### config.mk
export PLATFORM = sky130hd
export DESIGN_NAME = fpu_divider_flat
export DESIGN_NICKNAME = d
export VERILOG_FILES = /design/src/rtl/fpu_divider_if.sv /design/src/rtl/fpu_divider.sv /design/src/flat_wrapper.sv
export SDC_FILE = /design/constraint.sdc
export NUM_CORES = 1
export LEC_CHECK = 0
export CAP_MARGIN = 10
export CORE_MARGIN = 2
export CORE_UTILIZATION = 43
export DETAILED_ROUTE_END_ITERATION = 7
export GPL_TIMING_DRIVEN = 0
export PLACE_DENSITY = 0.65
export SYNTH_ARGS = -nofsm -noshare
export SYNTH_HDL_FRONTEND = slang
export SYNTH_SLANG_ARGS = --single-unit
export TNS_END_PERCENT = 100
### constraint.sdc
create_clock -name clk -period 3.7 [get_ports clk]
set_input_delay 0.74 -clock clk [delete_from_list [all_inputs] [get_ports clk]]
set_output_delay 0.74 -clock clk [all_outputs]
set_load 0.02 [all_outputs]
### src/rtl/fpu_divider_if.sv
// Handshake and data bundle for fpu_divider.
//   master: drives start, a, b; observes busy, done, result, div_by_zero
//   slave : the divider side of the same signals
interface fpu_divider_if;
  logic        start;
  logic [31:0] a;
  logic [31:0] b;
  logic        busy;
  logic        done;
  logic [31:0] result;
  logic        div_by_zero;

  modport master (output start, a, b, input busy, done, result, div_by_zero);
  modport slave  (input start, a, b, output busy, done, result, div_by_zero);
endinterface

### src/rtl/fpu_divider.sv
// Multi-cycle IEEE-754 single-precision divider (restoring mantissa division,
// truncating rounding, overflow to infinity, underflow to zero).
// Ports:
//   clk   - rising-edge clock
//   rst_n - asynchronous active-low reset
//   bus   - fpu_divider_if.slave: start/a/b in, busy/done/result/div_by_zero out
// Optional feature: define FPU_DIV_SPECIAL_EN to resolve NaN/inf/zero operands
// in one cycle (bypassing CALC) and report div_by_zero. Without it every operand
// takes the 26-cycle CALC path with an implicit leading 1 and div_by_zero is 0.
module fpu_divider (
  input  logic          clk,
  input  logic          rst_n,
  fpu_divider_if.slave  bus
);

  localparam int unsigned MW = 24;  // mantissa width including hidden bit
  localparam int unsigned QW = 25;  // quotient bits produced
  localparam int unsigned CW = 5;   // iteration counter width
  localparam int unsigned EW = 10;  // signed exponent working width
  localparam logic [CW-1:0] LAST_ITER = CW'(QW - 1);
  localparam logic [31:0]   QNAN      = 32'h7FC0_0000;

  typedef enum logic [1:0] {IDLE, CALC, NORM} state_t;

  state_t                state_q, state_d;
  logic [CW-1:0]         iter_q;
  logic [MW:0]           rem_q;
  logic [MW-1:0]         dvs_q;
  logic [QW-1:0]         quo_q;
  logic signed [EW-1:0]  exp_q;
  logic                  sign_q;
  logic                  spec_q;
  logic [31:0]           spec_res_q;
  logic                  spec_dz_q;
  logic                  busy_q;
  logic                  done_q;
  logic [31:0]           result_q;
  logic                  dz_q;

  logic                  special_c;
  logic [31:0]           spec_res_c;
  logic                  spec_dz_c;
  logic                  ge_c;
  logic [MW-1:0]         rem_sub_c;
  logic signed [EW-1:0]  exp_n_c;
  logic [22:0]           man_c;
  logic [31:0]           norm_res_c;

`ifdef FPU_DIV_SPECIAL_EN
  // Special-operand classification, resolved in priority order.
  logic a_ff, b_ff, a_nan, b_nan, a_inf, b_inf, a_zero, b_zero, s_c;
  assign a_ff   = &bus.a[30:23];
  assign b_ff   = &bus.b[30:23];
  assign a_nan  = a_ff & (|bus.a[22:0]);
  assign b_nan  = b_ff & (|bus.b[22:0]);
  assign a_inf  = a_ff & ~(|bus.a[22:0]);
  assign b_inf  = b_ff & ~(|bus.b[22:0]);
  assign a_zero = (bus.a[30:23] == 8'h00);
  assign b_zero = (bus.b[30:23] == 8'h00);
  assign s_c    = bus.a[31] ^ bus.b[31];

  always_comb begin
    special_c  = 1'b1;
    spec_dz_c  = 1'b0;
    spec_res_c = QNAN;
    if (a_nan || b_nan) begin
      spec_res_c = QNAN;
    end else if ((a_zero && b_zero) || (a_inf && b_inf)) begin
      spec_res_c = QNAN;
    end else if (b_zero) begin
      spec_res_c = {s_c, 8'hFF, 23'd0};
      spec_dz_c  = 1'b1;
    end else if (a_inf) begin
      spec_res_c = {s_c, 8'hFF, 23'd0};
    end else if (b_inf || a_zero) begin
      spec_res_c = {s_c, 31'd0};
    end else begin
      special_c  = 1'b0;
    end
  end
`else
  assign special_c  = 1'b0;
  assign spec_res_c = 32'h0;
  assign spec_dz_c  = 1'b0;
`endif

  // Restoring step: subtract when the partial remainder covers the divisor.
  assign ge_c      = (rem_q >= {1'b0, dvs_q});
  assign rem_sub_c = ge_c ? MW'(rem_q - {1'b0, dvs_q}) : rem_q[MW-1:0];

  // Normalisation and range clamp of the finished quotient.
  assign exp_n_c = quo_q[QW-1] ? exp_q : exp_q - 10'sd1;
  assign man_c   = quo_q[QW-1] ? quo_q[23:1] : quo_q[22:0];

  always_comb begin
    norm_res_c = {sign_q, exp_n_c[7:0], man_c};
    if (exp_n_c >= 10'sd255) begin
      norm_res_c = {sign_q, 8'hFF, 23'd0};
    end else if (exp_n_c <= 10'sd0) begin
      norm_res_c = {sign_q, 31'd0};
    end
  end

  // State register.
  always_ff @(posedge clk or negedge rst_n) begin
    if (!rst_n) state_q <= IDLE;
    else        state_q <= state_d;
  end

  // Next-state logic.
  always_comb begin
    state_d = state_q;
    case (state_q)
      IDLE:    if (bus.start) state_d = special_c ? NORM : CALC;
      CALC:    if (iter_q == LAST_ITER) state_d = NORM;
      NORM:    state_d = IDLE;
      default: state_d = IDLE;
    endcase
  end

  // Datapath and registered outputs.
  always_ff @(posedge clk or negedge rst_n) begin
    if (!rst_n) begin
      iter_q     <= '0;
      rem_q      <= '0;
      dvs_q      <= '0;
      quo_q      <= '0;
      exp_q      <= '0;
      sign_q     <= 1'b0;
      spec_q     <= 1'b0;
      spec_res_q <= '0;
      spec_dz_q  <= 1'b0;
      busy_q     <= 1'b0;
      done_q     <= 1'b0;
      result_q   <= '0;
      dz_q       <= 1'b0;
    end else begin
      done_q <= 1'b0;
      busy_q <= (state_d != IDLE);
      case (state_q)
        IDLE: if (bus.start) begin
          sign_q     <= bus.a[31] ^ bus.b[31];
          exp_q      <= $signed({2'b00, bus.a[30:23]}) - $signed({2'b00, bus.b[30:23]}) + 10'sd127;
          rem_q      <= {2'b01, bus.a[22:0]};
          dvs_q      <= {1'b1, bus.b[22:0]};
          quo_q      <= '0;
          iter_q     <= '0;
          spec_q     <= special_c;
          spec_res_q <= spec_res_c;
          spec_dz_q  <= spec_dz_c;
        end
        CALC: begin
          quo_q  <= {quo_q[QW-2:0], ge_c};
          rem_q  <= {rem_sub_c, 1'b0};
          iter_q <= iter_q + CW'(1);
        end
        NORM: begin
          done_q   <= 1'b1;
          result_q <= spec_q ? spec_res_q : norm_res_c;
          dz_q     <= spec_q & spec_dz_q;
        end
        default: ;
      endcase
    end
  end

  assign bus.busy        = busy_q;
  assign bus.done        = done_q;
  assign bus.result      = result_q;
  assign bus.div_by_zero = dz_q;

endmodule

### src/flat_wrapper.sv
// flat-port wrapper written by rule: the top's interface ports become plain ports
module fpu_divider_flat 
  (clk, rst_n, bus_start, bus_a, bus_b, bus_busy, bus_done, bus_result, bus_div_by_zero);
  fpu_divider_if bus_i ();
  input  logic clk;
  input  logic rst_n;
  input wire logic [$bits(bus_i.start)-1:0] bus_start;
  input wire logic [$bits(bus_i.a)-1:0] bus_a;
  input wire logic [$bits(bus_i.b)-1:0] bus_b;
  output wire logic [$bits(bus_i.busy)-1:0] bus_busy;
  output wire logic [$bits(bus_i.done)-1:0] bus_done;
  output wire logic [$bits(bus_i.result)-1:0] bus_result;
  output wire logic [$bits(bus_i.div_by_zero)-1:0] bus_div_by_zero;
  assign bus_i.start = bus_start;
  assign bus_i.a = bus_a;
  assign bus_i.b = bus_b;
  assign bus_busy = bus_i.busy;
  assign bus_done = bus_i.done;
  assign bus_result = bus_i.result;
  assign bus_div_by_zero = bus_i.div_by_zero;
  fpu_divider u_core (.clk(clk), .rst_n(rst_n), .bus(bus_i));
endmodule
# == After elaboration in Yosys (flattened, before gate mapping) ==
# Index checks and enable logic that the tools add are counted.
# word_totals
input_bits,67
reg_bits,126
out_inout_bits,35
# classes
n_eq_ne,4
bitwise,1
add_sub_neg,5
order_cmp,3
reduce_logical,5
n_mux,15
# ops
cell,n
$pmux W25 S2,2
$mux W31,2
$mux W25,2
$ge A25 B24 Y1,1
$mux W24,1
$sub A24 B24 Y24,1
$mux W23,1
$add A10 B8 Y10 const B,1
$ge A10 B9 Y1 const B,1
$le A10 B1 Y1 const B,1
$mux W10,1
$pmux W5 S2,1
$sub A10 B2 Y10 const B,1
$sub A8 B8 Y9,1
$add A5 B1 Y5 const B,1
$eq A5 B5 Y1 const B,1
$mux W5,1
$mux W2,2
$pmux W2 S2,1
$reduce_and A2 Y1,2
$reduce_bool A2 Y1,2
$eq A2 B1 Y1 const B,1
$eq A2 B2 Y1 const B,1
$logic_not A2 Y1,1
other kinds (3),3

# == Depth between registers and ports, before layout ==
# logic_depth
word_depth,5
depth_mapped,13
depth_no_buf,12

# == Worst setup path after synthesis ==
# Ideal clock, no wire load.
# synth_path
path_type,register to register
from,register u_core.rem_q[18]
to,register u_core.rem_q[22]
period_less_slack_ns,2.737
t_arrival_ns,2.611
stages_incl_launch_ff,12
required_time_ns,3.574
path_slack_ns,0.963
n_path_buf,2
cell_sequence,dfrtp_1 ha_1 a21o_1 a21oi_1 nor2b_1 or4_1 a311oi_1 o41ai_1 buf_2 and2_0 buf_2 a221o_1
# synth_between
elab_chain_cells,3
elab_cells_between_ends,4
# synth_rtl
element,line,rtl
"start, declared",fpu_divider.sv:27,logic [MW:0] rem_q;
"start signal, assigned",fpu_divider.sv:144,"rem_q <= {2'b01, bus.a[22:0]};"
"start signal, assigned",fpu_divider.sv:154,"rem_q <= {rem_sub_c, 1'b0};"
$sub A24 B24 Y24 or $ge A25 B24 Y1 (tied branches),"fpu_divider.sv:89, fpu_divider.sv:88",
$mux W24 *,fpu_divider.sv:89,"assign rem_sub_c = ge_c ? MW'(rem_q - {1'b0, dvs_q}) : rem_q[MW-1:0];"
$pmux W25 S2 *,fpu_divider.sv:140,case (state_q)
# Mark *: on every way between the ends. The rest lies on a longest branch, timed or not.
# A chain may end at the register's enable or synchronous reset.

# == Final worst setup path ==
# layout_path
from,register u_core.rem_q[18]
to,register u_core.rem_q[23]
# The elaborated chain is that of the path after synthesis.

==> impl_metrics.toml <==
[setup_path]
max_stage_delay_ns = 0.46
cp-end-kind = "register"
critPathTopFamily = "compound AO/OA/AOI/OAI gates"
critPathBufInv = 1
arrival_ns = 3.34
crit_chain = "ha_1, a21o_1, a21oi_1, nor2b_1, or4_1, a311oi_1, o41ai_1, buf_2, nor2_1, a221oi_1"
critPathLaunchType = "register"
crit_fanout = 10
critPathKind = "reg -> reg"
required_ns = 3.97
crit_path_top_delay_cell = "nor2_1"

[sta]
fmax_ghz = 0.325
tns_ns = 0
fin_ws_ns = 0.624
finalSetupViolations = 0
fin_crit_ns = 3.08
period_share_pct = 83.1
worst_pin_slew_ns = 0.679
skew_ns = 0.0100
slew_viol_final = 0
holdWs_ns = 0.251
hold_viol_final = 0
rsz0062_at_grt = "no"
slew_headroom_pct = 54.7

[drt]
wl_um = 16700
num_vias = 5899
ant_nets = 0
firstDrtPassIters = 5
drtIter0Drc = 283
wl_per_cell_um = 15.1
via_per_inst = 5.31
drc = 0

[clocking]
insertion_delay_ns = 0.42
post_cts_buffers = 0
clkSlewWorstSetupHoldPaths_ns = 0.06
clk_path_buf_depth = 2
cts_sinks = 126
cts_htree_levels = 4
cts_buffers = 17
cts_resized = 0
cts_tree = "yes"
cts-root-buf = "clkbuf_16"
postCtsHoldBufs = 0

[die]
fp.dieH_um = 134
die_w_um = 134
die_area_um2 = 18000
placementRows = 47
start_util_pct = 43.9
coreArea_um2 = 16600
num_io_pins = 102

[pwr]
p_comb_share_pct = 53.9
power.share.sequential_pct = 27.6
ir_worst_vdd_uv = 462
p_leak_nw = 4.03
clock_power_share_pct = 18.5
p_sw_mw = 3.55
total_power_mw = 8.50
p_per_area_nw_per_um2 = 929
p_sw_share_pct = 41.8
internal-power_mw = 4.94

[global_route]
use_met3_pct = 4.80
grt_pass1_vias = 5971
gr-max-usage-layer = "met2"
met1_usage_pct = 26.1
track_usage_pct = 20.2
antenna_found_initial = 0
overflow = 0
grt_max_degree = 78
grt_pass1_wl_um = 28800
grtUsageMet2_pct = 33.4

[hold_path]
hold_path.class = "in -> async"

[yosys]
muxShareOfSynthArea_pct = 5.67
synth_area_um2 = 7280
synthArstFlopShare_pct = 100
synth_flop_cell = "dfrtp_1"
synth-seq-cells = 126
synth_compound_area_share_pct = 21.2
synthSimpleGateAreaFrac_pct = 13.1
syn_nets = 863
synth-xor-area-share_pct = 4.92
synth-adder-area-share_pct = 6.74
seq_area_frac_synth_pct = 43.3
yosysWarningCount = 0
synth_cell_types = 70
synth_top_family_by_area = "compound AO/OA/AOI/OAI gates"
synth_edf_count = 0
syn_avg_cell_area_um2 = 9.60
synthCells = 758

[placed_design]
dp_hpwl_um = 12600
place_area_um2 = 8580
place_worst_setup_slack_ns = 0.338
dp.cells = 1079
routabilityCongestion = 0.893
port_buffers = 100

[final_layout]
area_growth_pct = 25.7
antenna-diode-count = 0
final_core_util_pct = 55.1
fin_cells = 1111
fin_area_um2 = 9140
nNetsFinal = 983
drive_gt1_share_pct = 8.53

[outcome]
status = "completed"

[run]
max-cap-violations = 0
[final timing paths]
kind	startpoint	endpoint	slack [ns]	depth (start not counted)
max	u_core.rem_q[18]$_DFFE_PN0P_	u_core.rem_q[23]$_DFFE_PN0P_	0.62	10
min	rst_n	u_core.bus.result[27]$_DFFE_PN0P_	0.25	1
max reg2reg	u_core.rem_q[18]$_DFFE_PN0P_	u_core.rem_q[23]$_DFFE_PN0P_	0.62	10
min reg2reg	u_core.dvs_q[23]$_DFFE_PN0P_	u_core.dvs_q[23]$_DFFE_PN0P_	0.44	2
max in group asynchronous	rst_n	u_core.bus.busy$_DFF_PN0_	2.72	2
min in group clk	u_core.dvs_q[23]$_DFFE_PN0P_	u_core.dvs_q[23]$_DFFE_PN0P_	0.44	2
[cell usage in the layout, fill, tap and decap left out, drive strengths merged, types with 5 or more instances in the layout]
cell             n
nor3            16
o21ai           88
clkinv           9
ha              36
nor2b           12
o21a             6
dfrtp          126
and2             5
buf             13
xor2            14
a21o            10
a22oi            6
inv             50
nand2b           7
a21oi           34
nand4            5
nor2            42
xnor2           26
nand3            8
nand2           86
a31oi            5
clkbuf          42
a211oi           5
mux2i           39
o31ai            5
clkdlybuf4s50   99
o22a             5
a22o            25
o22ai            9
a221oi           7
[power groups by stage]
stage	logic [mW]	registers [mW]	clock network (mW)
6_report	4.58	2.35	1.57
5_1_grt	5.19	2.42	1.67
4_1_cts	4.62	2.34	1.60
3_5_place_dp	4.58	2.36	0
3_3_place_gp	4.51	2.36	0
2_1_floorplan	3.57	2.29	0
[cells by family after synthesis]
kind of cell | after synthesis
compound gates | 227
mux | 41
xor+xnor | 40
other cells | 1
fa+ha+maj | 38
flops | 126
simple gates | 200
buf+inv | 85
[synthesized netlist by cell type, types with 3 or more instances]
cell type / count / area share [%]
nand2_1: 86 / 4.4
or4_1: 3 / 0.31
o21ai_2: 20 / 2.4
xnor2_1: 26 / 3.1
mux2i_1: 39 / 5.4
nand4_1: 4 / 0.34
ha_1: 36 / 6.2
a221oi_1: 7 / 0.84
a221o_1: 3 / 0.41
nand3_1: 8 / 0.55
a31oi_1: 5 / 0.43
nand2b_1: 7 / 0.60
o22ai_1: 9 / 0.77
buf_1: 5 / 0.26
a211oi_1: 5 / 0.52
a21o_1: 10 / 1.0
a21oi_1: 34 / 2.3
nor2b_1: 12 / 1.0
inv_1: 50 / 2.6
or2_2: 3 / 0.26
a22o_1: 25 / 3.0
a22oi_1: 6 / 0.62
o21bai_1: 4 / 0.41
dfrtp_1: 126 / 43
o31ai_1: 5 / 0.52
nor2_1: 41 / 2.1
xor2_1: 13 / 1.6
o22a_1: 3 / 0.36
nor3_1: 14 / 0.96
and2_1: 4 / 0.34
o21a_1: 6 / 0.62
o21ai_0: 67 / 4.6
o211ai_1: 3 / 0.31
clkbuf_1: 22 / 1.1
[sequential cells by signal, indices dropped and copies added, names as in the netlist]
name and count:
u_core.bus.busy 1, u_core.bus.done 1, u_core.bus.result 32, u_core.dvs_q 24
u_core.exp_q 10, u_core.iter_q 5, u_core.quo_q 25, u_core.rem_q 25
u_core.sign_q 1, u_core.state_q 2
[layout make-up]
cell class | count | area (um^2)
fill | 1534 | 7440
multi-input combinational | 547 | 3760
sequential | 126 | 3150
timing repair buffer | 101 | 1030
clock buffer | 19 | 443
tap | 220 | 275
inverter | 51 | 191
buffer | 34 | 171
clock inverter | 13 | 119
[per-layer routing]
metal	part of all wire, %	vias to the layer above
met1	45	2817
met5	0	-
met3	4.2	17
li1	-	2941
met4	1.8	0
met2	49	124
Note: power is estimated with default switching activity, not from simulation.
